<file path="config.mk">
export PLATFORM = sky130hd
export DESIGN_NAME = pooling_sched
export DESIGN_NICKNAME = d
export VERILOG_FILES = /design/src/rtl/pooling_pkg.sv /design/src/rtl/pooling_sched_rr_arbiter.sv /design/src/rtl/pooling_sched.sv
export SDC_FILE = /design/constraint.sdc
export NUM_CORES = 2
export LEC_CHECK = 0
export CORE_UTILIZATION = 50
export CTS_CLUSTER_SIZE = 24
export DETAILED_ROUTE_END_ITERATION = 6
export GPL_TIMING_DRIVEN = 0
export PLACE_DENSITY = 0.82
export SLEW_MARGIN = 20
export SYNTH_ARGS = -nofsm -noshare
export SYNTH_HDL_FRONTEND = slang
export SYNTH_SLANG_ARGS = --single-unit
</file>
<file path="constraint.sdc">
create_clock -name clk -period 44.7 [get_ports clk]
set_clock_uncertainty 0.2 [all_clocks]
set_input_delay 4.47 -clock clk [delete_from_list [all_inputs] [get_ports clk]]
set_output_delay 4.47 -clock clk [all_outputs]
set_load 0.01 [all_outputs]
</file>
<file path="src/rtl/pooling_pkg.sv">
// Shared types and default geometry for the pooling scheduler slice.
package pooling_pkg;

    typedef enum logic [1:0] {IDLE, RUN, DRAIN, DONE} sched_state_t;

    localparam int DEF_DATA_WIDTH  = 16;
    localparam int DEF_COL         = 32;
    localparam int DEF_IMG_W       = 28;
    localparam int DEF_POOL        = 2;

    localparam int DEF_PIX         = DEF_IMG_W * DEF_IMG_W;
    localparam int DEF_OUT_PER_COL = (DEF_IMG_W / DEF_POOL) * (DEF_IMG_W / DEF_POOL);
    localparam int DEF_T_LAST      = DEF_COL + DEF_PIX - 2;

    localparam int DEF_T_W         = $clog2(DEF_T_LAST + 1);
    localparam int DEF_COL_W       = $clog2(DEF_COL);
    localparam int DEF_IDX_W       = $clog2(DEF_OUT_PER_COL);

endpackage

</file>
<file path="src/rtl/pooling_sched_rr_arbiter.sv">
// Round-robin pick: first requester at or after ptr, wrapping, with one-hot and encoded grant.
module rr_arbiter #(
    parameter int N  = 4,
    parameter int IW = (N > 1) ? $clog2(N) : 1
) (
    input  logic [N-1:0]  req,
    input  logic [IW-1:0] ptr,
    output logic [N-1:0]  gnt,
    output logic [IW-1:0] gnt_idx,
    output logic          any
);

    logic [IW:0] pos;

    always_comb begin
        gnt     = '0;
        gnt_idx = '0;
        any     = 1'b0;
        pos     = '0;
        for (int i = 0; i < N; i++) begin
            pos = {1'b0, ptr} + (IW+1)'(i);
            if (pos >= (IW+1)'(N)) pos = pos - (IW+1)'(N);
            if (!any && req[pos[IW-1:0]]) begin
                any                 = 1'b1;
                gnt[pos[IW-1:0]]    = 1'b1;
                gnt_idx             = pos[IW-1:0];
            end
        end
    end

endmodule

</file>
<file path="src/rtl/pooling_sched.sv">
// Frame sequencer for the pooling array: skewed column enables, per-column result
// capture and a round-robin merge of all columns into one tagged write stream.
module pooling_sched import pooling_pkg::*; #(
    parameter int DATA_WIDTH = DEF_DATA_WIDTH,
    parameter int COL        = DEF_COL,
    parameter int IMG_W      = DEF_IMG_W,
    parameter int POOL       = DEF_POOL
) (
    input  logic                                         clk,
    input  logic                                         rst,
    input  logic                                         start,
    output logic                                         busy,
    output logic                                         frame_done,
    output logic [COL-1:0]                               en,
    input  logic [COL-1:0]                               pooling_done,
    input  logic [COL-1:0][DATA_WIDTH-1:0]               pooling_out,
    output logic                                         wr_valid,
    input  logic                                         wr_ready,
    output logic [DATA_WIDTH-1:0]                        wr_data,
    output logic [$clog2(COL)-1:0]                       wr_col,
    output logic [$clog2((IMG_W/POOL)*(IMG_W/POOL))-1:0] wr_idx,
    output logic                                         overflow
);

    localparam int PIX         = IMG_W * IMG_W;
    localparam int OUT_PER_COL = (IMG_W / POOL) * (IMG_W / POOL);
    localparam int T_LAST      = COL + PIX - 2;
    localparam int TW          = $clog2(T_LAST + 1);
    localparam int CW          = $clog2(COL);
    localparam int XW          = $clog2(OUT_PER_COL);
    localparam int NW          = $clog2(OUT_PER_COL + 1);

    sched_state_t                   state_q, state_d;
    logic [TW-1:0]                  t_q, t_d;
    logic [CW-1:0]                  ptr_q, ptr_d;
    logic [COL-1:0]                 full_q, full_d;
    logic [COL-1:0][DATA_WIDTH-1:0] data_q, data_d;
    logic [COL-1:0][XW-1:0]         idx_q, idx_d;
    logic [COL-1:0][NW-1:0]         cnt_q, cnt_d;
    logic                           ovf_q, ovf_d;

    logic [COL-1:0] gnt;
    logic [CW-1:0]  gnt_idx;
    logic           any;
    logic           hs;
    logic           all_done;

    rr_arbiter #(.N(COL)) u_arb (
        .req     (full_q),
        .ptr     (ptr_q),
        .gnt     (gnt),
        .gnt_idx (gnt_idx),
        .any     (any)
    );

    assign hs         = any & wr_ready;
    assign wr_valid   = any;
    assign wr_col     = gnt_idx;
    assign wr_data    = any ? data_q[gnt_idx] : '0;
    assign wr_idx     = any ? idx_q[gnt_idx]  : '0;
    assign busy       = (state_q == RUN) || (state_q == DRAIN);
    assign frame_done = (state_q == DONE);
    assign overflow   = ovf_q;

    // Column c sees its enable window shifted by c cycles from the frame start.
    always_comb begin
        en = '0;
        for (int c = 0; c < COL; c++)
            en[c] = (state_q == RUN) && (int'(t_q) >= c) && (int'(t_q) <= c + PIX - 1);
    end

    always_comb begin
        state_d  = state_q;
        t_d      = t_q;
        ptr_d    = ptr_q;
        full_d   = full_q;
        data_d   = data_q;
        idx_d    = idx_q;
        cnt_d    = cnt_q;
        ovf_d    = ovf_q;
        all_done = 1'b1;
        for (int c = 0; c < COL; c++)
            if ((int'(cnt_q[c]) != OUT_PER_COL) || full_q[c]) all_done = 1'b0;

        case (state_q)
            IDLE: if (start) begin
                state_d = RUN;
                t_d     = '0;
                ptr_d   = '0;
                full_d  = '0;
                data_d  = '0;
                idx_d   = '0;
                cnt_d   = '0;
            end
            RUN: begin
                if (t_q == TW'(T_LAST)) state_d = DRAIN;
                else                    t_d     = t_q + 1'b1;
            end
            DRAIN: if (all_done) state_d = DONE;
            DONE:    state_d = IDLE;
            default: state_d = IDLE;
        endcase

        if (busy) begin
            if (hs) begin
                full_d[gnt_idx] = 1'b0;
                ptr_d = (int'(gnt_idx) == COL - 1) ? '0 : gnt_idx + 1'b1;
            end
            // A full slot may refill in the same cycle it is being drained.
            for (int c = 0; c < COL; c++) begin
                if (pooling_done[c]) begin
                    if ((int'(cnt_q[c]) < OUT_PER_COL) && (!full_q[c] || (hs && gnt[c]))) begin
                        full_d[c] = 1'b1;
                        data_d[c] = pooling_out[c];
                        idx_d[c]  = cnt_q[c][XW-1:0];
                        cnt_d[c]  = cnt_q[c] + 1'b1;
                    end else begin
                        ovf_d = 1'b1;
                    end
                end
            end
        end
    end

    always_ff @(posedge clk or posedge rst) begin
        if (rst) begin
            state_q <= IDLE;
            t_q     <= '0;
            ptr_q   <= '0;
            full_q  <= '0;
            data_q  <= '0;
            idx_q   <= '0;
            cnt_q   <= '0;
            ovf_q   <= 1'b0;
        end else begin
            state_q <= state_d;
            t_q     <= t_d;
            ptr_q   <= ptr_d;
            full_q  <= full_d;
            data_q  <= data_d;
            idx_q   <= idx_d;
            cnt_q   <= cnt_d;
            ovf_q   <= ovf_d;
        end
    end

endmodule

</file>
==> tab_implementation.tex, run 1 <==
\begin{tabular}{lr}
\hline
Metric & Value \\
\hline
\multicolumn{2}{l}{\textbf{Status}} \\
\quad Run status & aborted with a tool error \\
\quad Halt Stage & 5\_1\_grt \\
\quad Stop Error & [ERROR GRT-0116] Global routing finished with congestion. Check the congestion regions in the DRC Viewer. \\
\multicolumn{2}{l}{\textbf{Floorplan}} \\
\quad Starting utilization of the core area & 50.4\% \\
\quad Width of the die & 377 um \\
\quad Site row count & $\sim$140 \\
\quad Boundary pin count & 613 \\
\quad Die Height & about 380 um \\
\multicolumn{2}{l}{\textbf{Synthesis}} \\
\quad Per-instance average area after synthesis & $\sim$7.9 um2 \\
\quad Cell area after synthesis & between 70000 and 80000 um2 \\
\quad Share of flip-flops with an asynchronous set or reset after synthesis & 100\% \\
\quad Number of synthesized register bits & between 1000 and 1500 \\
\quad Distinct cells, synth & 102 \\
\quad Synth warnings & 0 \\
\quad Number of enable-type register cells in the synthesized netlist & 0 \\
\quad Portion of the post-synthesis area used by sequential elements & 38.2\% \\
\quad Gate Count Post-Synth & between 8000 and 9000 \\
\quad Primary FF master, synth & sky130\_fd\_sc\_hd\_\_dfrtp\_1 \\
\quad Post-synthesis net count & 9520 \\
\multicolumn{2}{l}{\textbf{Clock tree}} \\
\quad PostCTS Resize Cnt & 0 \\
\quad H-tree depth & 3 \\
\quad Post-CTS setup buffer count & 0 \\
\quad Hold buffers post-CTS & 0 \\
\quad Inserted Clock Buffers & about 110 \\
\quad Clock sink total & 1074 \\
\quad Clock buffer depth & 3 \\
\quad Clock Tree Root & sky130\_fd\_sc\_hd\_\_clkbuf\_16 \\
\multicolumn{2}{l}{\textbf{Placed design}} \\
\quad Weighted congestion reported at the end of routability-driven placement & 1.42 \\
\quad Placement-stage worst setup slack & 27.21 ns \\
\quad Final HPWL from detailed placement & 363000 um \\
\quad Port Buffer Count & a little over 600 \\
\quad Total placed instance area & 80100 um2 \\
\multicolumn{2}{l}{\textbf{Global routing}} \\
\quad Via count of the first global-routing pass & 94300 \\
\quad Total global-route track usage & about three quarters \\
\quad Gr ovfl total & 458 \\
\quad Global-route wire length before repair & 768000 um \\
\quad Pin count of the biggest net entering global routing & 101 \\
\hline
\end{tabular}
metal layers:
metal	global-route usage, %	GRT overflow
met1	76.3	16
met2	90.9	232
met3	59.3	21
met4	69.2	189
met5	34.7	0
stage by stage:
stage | hold slack (ns) | std cells
after floorplan | 0.254 | 8877
after detailed placement | 0.282 | 11400
after CTS | 0.296 | 11600
after global placement | 0.272 | 11400
cell usage after synthesis (42+ instances only):
cell                        number  area, um2
sky130_fd_sc_hd__a21oi_1       222       1110
sky130_fd_sc_hd__o221ai_1       77        674
sky130_fd_sc_hd__buf_2         176        881
sky130_fd_sc_hd__a31oi_1       148        926
sky130_fd_sc_hd__buf_1          61        229
sky130_fd_sc_hd__nand2b_1       54        338
sky130_fd_sc_hd__nor4_1        107        669
sky130_fd_sc_hd__mux2i_1       259       2590
sky130_fd_sc_hd__a211oi_1       65        488
sky130_fd_sc_hd__mux2_2         42        473
sky130_fd_sc_hd__nand4_1       147        920
sky130_fd_sc_hd__o22ai_1       208       1300
sky130_fd_sc_hd__nor3_1        155        776
sky130_fd_sc_hd__o31ai_1        47        353
sky130_fd_sc_hd__clkbuf_1      446       1670
sky130_fd_sc_hd__a221oi_1       44        385
sky130_fd_sc_hd__nor2_1        332       1250
sky130_fd_sc_hd__a2111oi_0      42        368
sky130_fd_sc_hd__inv_1         615       2310
sky130_fd_sc_hd__ha_1           95       1190
sky130_fd_sc_hd__o21ai_0      1098       5500
sky130_fd_sc_hd__a32oi_1        76        666
sky130_fd_sc_hd__and3_1        111        694
sky130_fd_sc_hd__mux4_2         72       1620
sky130_fd_sc_hd__nand2_1      1508       5660
sky130_fd_sc_hd__o211ai_1       83        623
sky130_fd_sc_hd__and2_1         54        338
sky130_fd_sc_hd__nand3_1       832       4160
sky130_fd_sc_hd__dfrtp_1      1074      26900
logic make-up after synthesis:
kind of cell	count (synthesis)	share of synthesized area, %
flops	1074	38.2
simple gates	3495	23.3
mux	378	6.74
buf+inv	1342	7.71
xor+xnor	44	0.547
fa+ha+maj	95	1.69
compound gates	2449	21.9
==> run 2: changes to the inputs <==
--- a/config.mk
+++ b/config.mk
@@ -5,11 +5,10 @@
 export SDC_FILE = /design/constraint.sdc
 export NUM_CORES = 2
 export LEC_CHECK = 0
-export CORE_UTILIZATION = 50
-export CTS_CLUSTER_SIZE = 24
+export CORE_UTILIZATION = 35
 export DETAILED_ROUTE_END_ITERATION = 6
 export GPL_TIMING_DRIVEN = 0
-export PLACE_DENSITY = 0.82
+export PLACE_DENSITY_LB_ADDON = 0.15
 export SLEW_MARGIN = 20
 export SYNTH_ARGS = -nofsm -noshare
 export SYNTH_HDL_FRONTEND = slang
==> tab_implementation.tex, run 2 <==
\begin{tabular}{lr}
\hline
Metric & Value \\
\hline
\multicolumn{2}{l}{\textbf{Status}} \\
\quad Run status & finished with violations \\
\quad Violated checks & design-rule violations \\
\multicolumn{2}{l}{\textbf{Cells and area}} \\
\quad Post-route cell area & $\sim$86000 um2 \\
\quad Biggest registers after layout & data\_q: 512 flops, cnt\_q: 256 flops, idx\_q: 256 flops \\
\quad Commonest cells after routing, fill and taps aside & 1507 x sky130\_fd\_sc\_hd\_\_nand2\_1, 1090 x sky130\_fd\_sc\_hd\_\_o21ai\_0, 1074 x sky130\_fd\_sc\_hd\_\_dfrtp\_1, 830 x sky130\_fd\_sc\_hd\_\_nand3\_1, 614 x sky130\_fd\_sc\_hd\_\_inv\_1 \\
\quad Number of filler instances in the final layout & 20300 \\
\quad Max FFs per register & around 500 \\
\quad Net count, final & between 10000 and 15000 \\
\quad Most common cell after layout, fill and taps aside & sky130\_fd\_sc\_hd\_\_nand2\_1 \\
\quad Fraction of final layout cells sized beyond drive strength 1 & a little under a tenth \\
\quad Area delta synth->final & 22.6\% \\
\quad Largest reg by FF count & data\_q \\
\quad Final core utilization & approximately 43\% \\
\multicolumn{2}{l}{\textbf{Setup path}} \\
\quad WS Path Type & flop to output port \\
\quad Worst Setup Start Kind & flop \\
\quad Critical path fanouts, max & 11 \\
\quad Worst Path Buf+Inv & 11 \\
\quad Max stage delay on crit path & 1.05 ns \\
\quad Slowest stage cell on the critical path & sky130\_fd\_sc\_hd\_\_nor3\_4 \\
\quad Worst setup EP type & output port \\
\quad Top cell family by delay on the critical path & buffers and inverters \\
\quad Arr. time, crit path & 14.54 ns \\
\quad Worst EP required & about 40 ns \\
\multicolumn{2}{l}{\textbf{Timing}} \\
\quad Fmax & 0.0521 GHz \\
\quad Part of the cycle the worst path needs & 43.0\% \\
\quad Slew Limit Fails & 0 \\
\quad Worst Max-Slew Pin Slew & 1.44 ns \\
\quad Worst hold slack across all endpoints & approximately 0.3 ns \\
\quad Relative slew margins & under 10\% \\
\quad Number of endpoints with negative hold slack in the final report & 0 \\
\quad Worst Setup Slack, final & 25.49 ns \\
\quad Setup-failing EPs final & 0 \\
\quad Post-layout min period & 19.21 ns \\
\quad Setup repair after global routing missed its margin & no \\
\multicolumn{2}{l}{\textbf{Min path}} \\
\quad Hold WC Path Type & flop to flop \\
\multicolumn{2}{l}{\textbf{Clock tree}} \\
\quad Clock transition at the registers of the reported paths & 0.06 ns \\
\quad Hold buffers post-CTS & 0 (unchanged) \\
\quad Clock sink total & 1074 (unchanged) \\
\quad Clock Latency Late Sink & 0.81 ns \\
\quad Clock Tree Root & sky130\_fd\_sc\_hd\_\_clkbuf\_16 \\
\quad Inserted Clock Buffers & 116 (+4.5\%) \\
\quad Clock buffer depth & 3 (unchanged) \\
\quad H-tree depth & 3 (unchanged) \\
\quad PostCTS Resize Cnt & 0 (unchanged) \\
\quad CTS tree & built \\
\quad Post-CTS setup buffer count & 0 (unchanged) \\
\multicolumn{2}{l}{\textbf{Floorplan}} \\
\quad Starting utilization of the core area & 35.2\% (-15 points) \\
\quad Die Height & 451 um (+19\%) \\
\quad Site row count & 164 (+20\%) \\
\quad Core outline area & $\sim$200000 um2 \\
\quad Boundary pin count & 613 (unchanged) \\
\quad Die outline area & just over 200000 um2 \\
\quad Width of the die & 451 um (+19\%) \\
\multicolumn{2}{l}{\textbf{Routing}} \\
\quad Routed WL per cell & around 43 um \\
\quad ANT nets after route & 0 \\
\quad Vias after detailed routing & 85700 \\
\quad Routed WL & 544000 um \\
\quad Ratio of routed vias to standard cells & $\sim$7 \\
\quad Final routed DRC violation total & 55 \\
\quad Number of DRC markers in iteration 0 & 14000 \\
\quad Count of TritonRoute iterations in the first routing pass & 7 \\
\multicolumn{2}{l}{\textbf{Flow run}} \\
\quad Max\_cap viols & 0 \\
\multicolumn{2}{l}{\textbf{Synthesis}} \\
\quad Number of enable-type register cells in the synthesized netlist & 0 (unchanged) \\
\quad Number of synthesized register bits & 1074 (unchanged) \\
\quad Cell with the most instances after synthesis & sky130\_fd\_sc\_hd\_\_nand2\_1 \\
\quad Cell types with the largest area share after synthesis & sky130\_fd\_sc\_hd\_\_dfrtp\_1 38\%, sky130\_fd\_sc\_hd\_\_nand2\_1 8.0\%, sky130\_fd\_sc\_hd\_\_o21ai\_0 7.8\% \\
\quad Share of flip-flops with an asynchronous set or reset after synthesis & 100\% (unchanged) \\
\quad Post-synth top area share & 38.2\% (unchanged) \\
\quad Portion of the post-synthesis area used by sequential elements & 38.2\% (unchanged) \\
\quad Cell area after synthesis & 70400 um2 (unchanged) \\
\quad Distinct cells, synth & 102 (unchanged) \\
\quad Primary FF master, synth & sky130\_fd\_sc\_hd\_\_dfrtp\_1 \\
\quad Post-synthesis net count & 9520 (unchanged) \\
\quad Synth cell count leaders & 1508 x sky130\_fd\_sc\_hd\_\_nand2\_1, 1098 x sky130\_fd\_sc\_hd\_\_o21ai\_0, 1074 x sky130\_fd\_sc\_hd\_\_dfrtp\_1, 832 x sky130\_fd\_sc\_hd\_\_nand3\_1, 615 x sky130\_fd\_sc\_hd\_\_inv\_1 \\
\quad Synth warnings & 0 (unchanged) \\
\quad Per-instance average area after synthesis & 7.93 um2 (unchanged) \\
\quad Post-synth top area cell & sky130\_fd\_sc\_hd\_\_dfrtp\_1 \\
\quad Gate Count Post-Synth & 8877 (unchanged) \\
\multicolumn{2}{l}{\textbf{Global routing}} \\
\quad GR Layer Usage met3 & 20.4\% \\
\quad Initial antenna violation count & 80 \\
\quad Via count of the first global-routing pass & 79900 \\
\quad Global-route wire length before repair & approximately 700000 um \\
\quad Grt met1 use & 56.7\% \\
\quad Total global-route track usage & 52.1\% \\
\quad Most congested layer reported by global routing & met2 \\
\quad Pin count of the biggest net entering global routing & 106 \\
\quad GR Util met2 & between 70\% and 80\% \\
\quad Gr ovfl total & 0 \\
\multicolumn{2}{l}{\textbf{Placed design}} \\
\quad Port Buffer Count & 612 (unchanged) \\
\quad Placement-stage worst setup slack & 26.92 ns (-0.283 ns) \\
\quad Total placed instance area & 81800 um2 (+2.1\%) \\
\quad Final HPWL from detailed placement & 425000 um (+17\%) \\
\quad Weighted congestion reported at the end of routability-driven placement & 1.19 (-17\%) \\
\hline
\end{tabular}
-- run 2: cell counts after synthesis --
No cell type changed its count.
-- run 2: metal layers --
layer / vias up / wire, um
li1: 33800 / -
met1: 42100 / 182000
met2: 7291 / 225000
met3: 2462 / 66800
met4: 20 / 70600
met5: - / 201
-- run 2: worst paths after layout --
path	end	slack (ns)	cells past startpoint	from
worst max-delay path	wr_data[9]	25.49	26	ptr_q[2]
worst max register to register	full_q[1]	30.63	26	ptr_q[2]
min in group asynchronous	data_q[135]	3.97	2	rst
max in group asynchronous	data_q[365]	38.24	6	rst
worst min register to register	data_q[198]	0.30	2	data_q[198]
worst min-delay path	data_q[198]	0.30	2	data_q[198]
-- run 2: kinds of logic after synthesis --
kind of cell               synth area share [%]
DFF                                        38.2
xor gates and xnor gates                  0.547
adders and majority gates                  1.69
and+or+nand+nor                            23.3
muxes                                      6.74
AOI/OAI and AO/OA                          21.9
buffers and inverters                      7.71
-- run 2: worst register-to-register path, delay by kind of cell (launching register included) --
family	cells	cell delay, ns
AOI/OAI and AO/OA	2	1.05
xor gates and xnor gates	1	0.39
adders and majority gates	2	0.69
buffers and inverters	11	5.61
DFF	1	0.57
muxes	3	1.39
and+or+nand+nor	7	3.93
-- run 2: through the flow --
step / TNS, ns / std cells
finish: 0 / 12500
global route: 0 / 12500
CTS: 0 / 12500
detailed placement: 0 / 12200
global placement: -3887.22 / 12100
floorplan: 0 / 8877
-- run 2: layout make-up --
cell class              instances  area (um2)  share of cell area (%)
diodes                         74         185                   0.214
plain buffers                 719        3190                    3.69
clock buffers                 171        3480                    4.03
clock inverters                48         722                   0.836
inverters                     623        2350                    2.72
multi-input cells            6461       38900                    45.0
flip-flops and latches       1074       26900                    31.1
well taps                    2656        3320                    3.85
repair buffers                707        7340                    8.50
Power of run 2 is not shown: default switching activity piles up to over one toggle a cycle in this logic, so the estimate is an artifact.
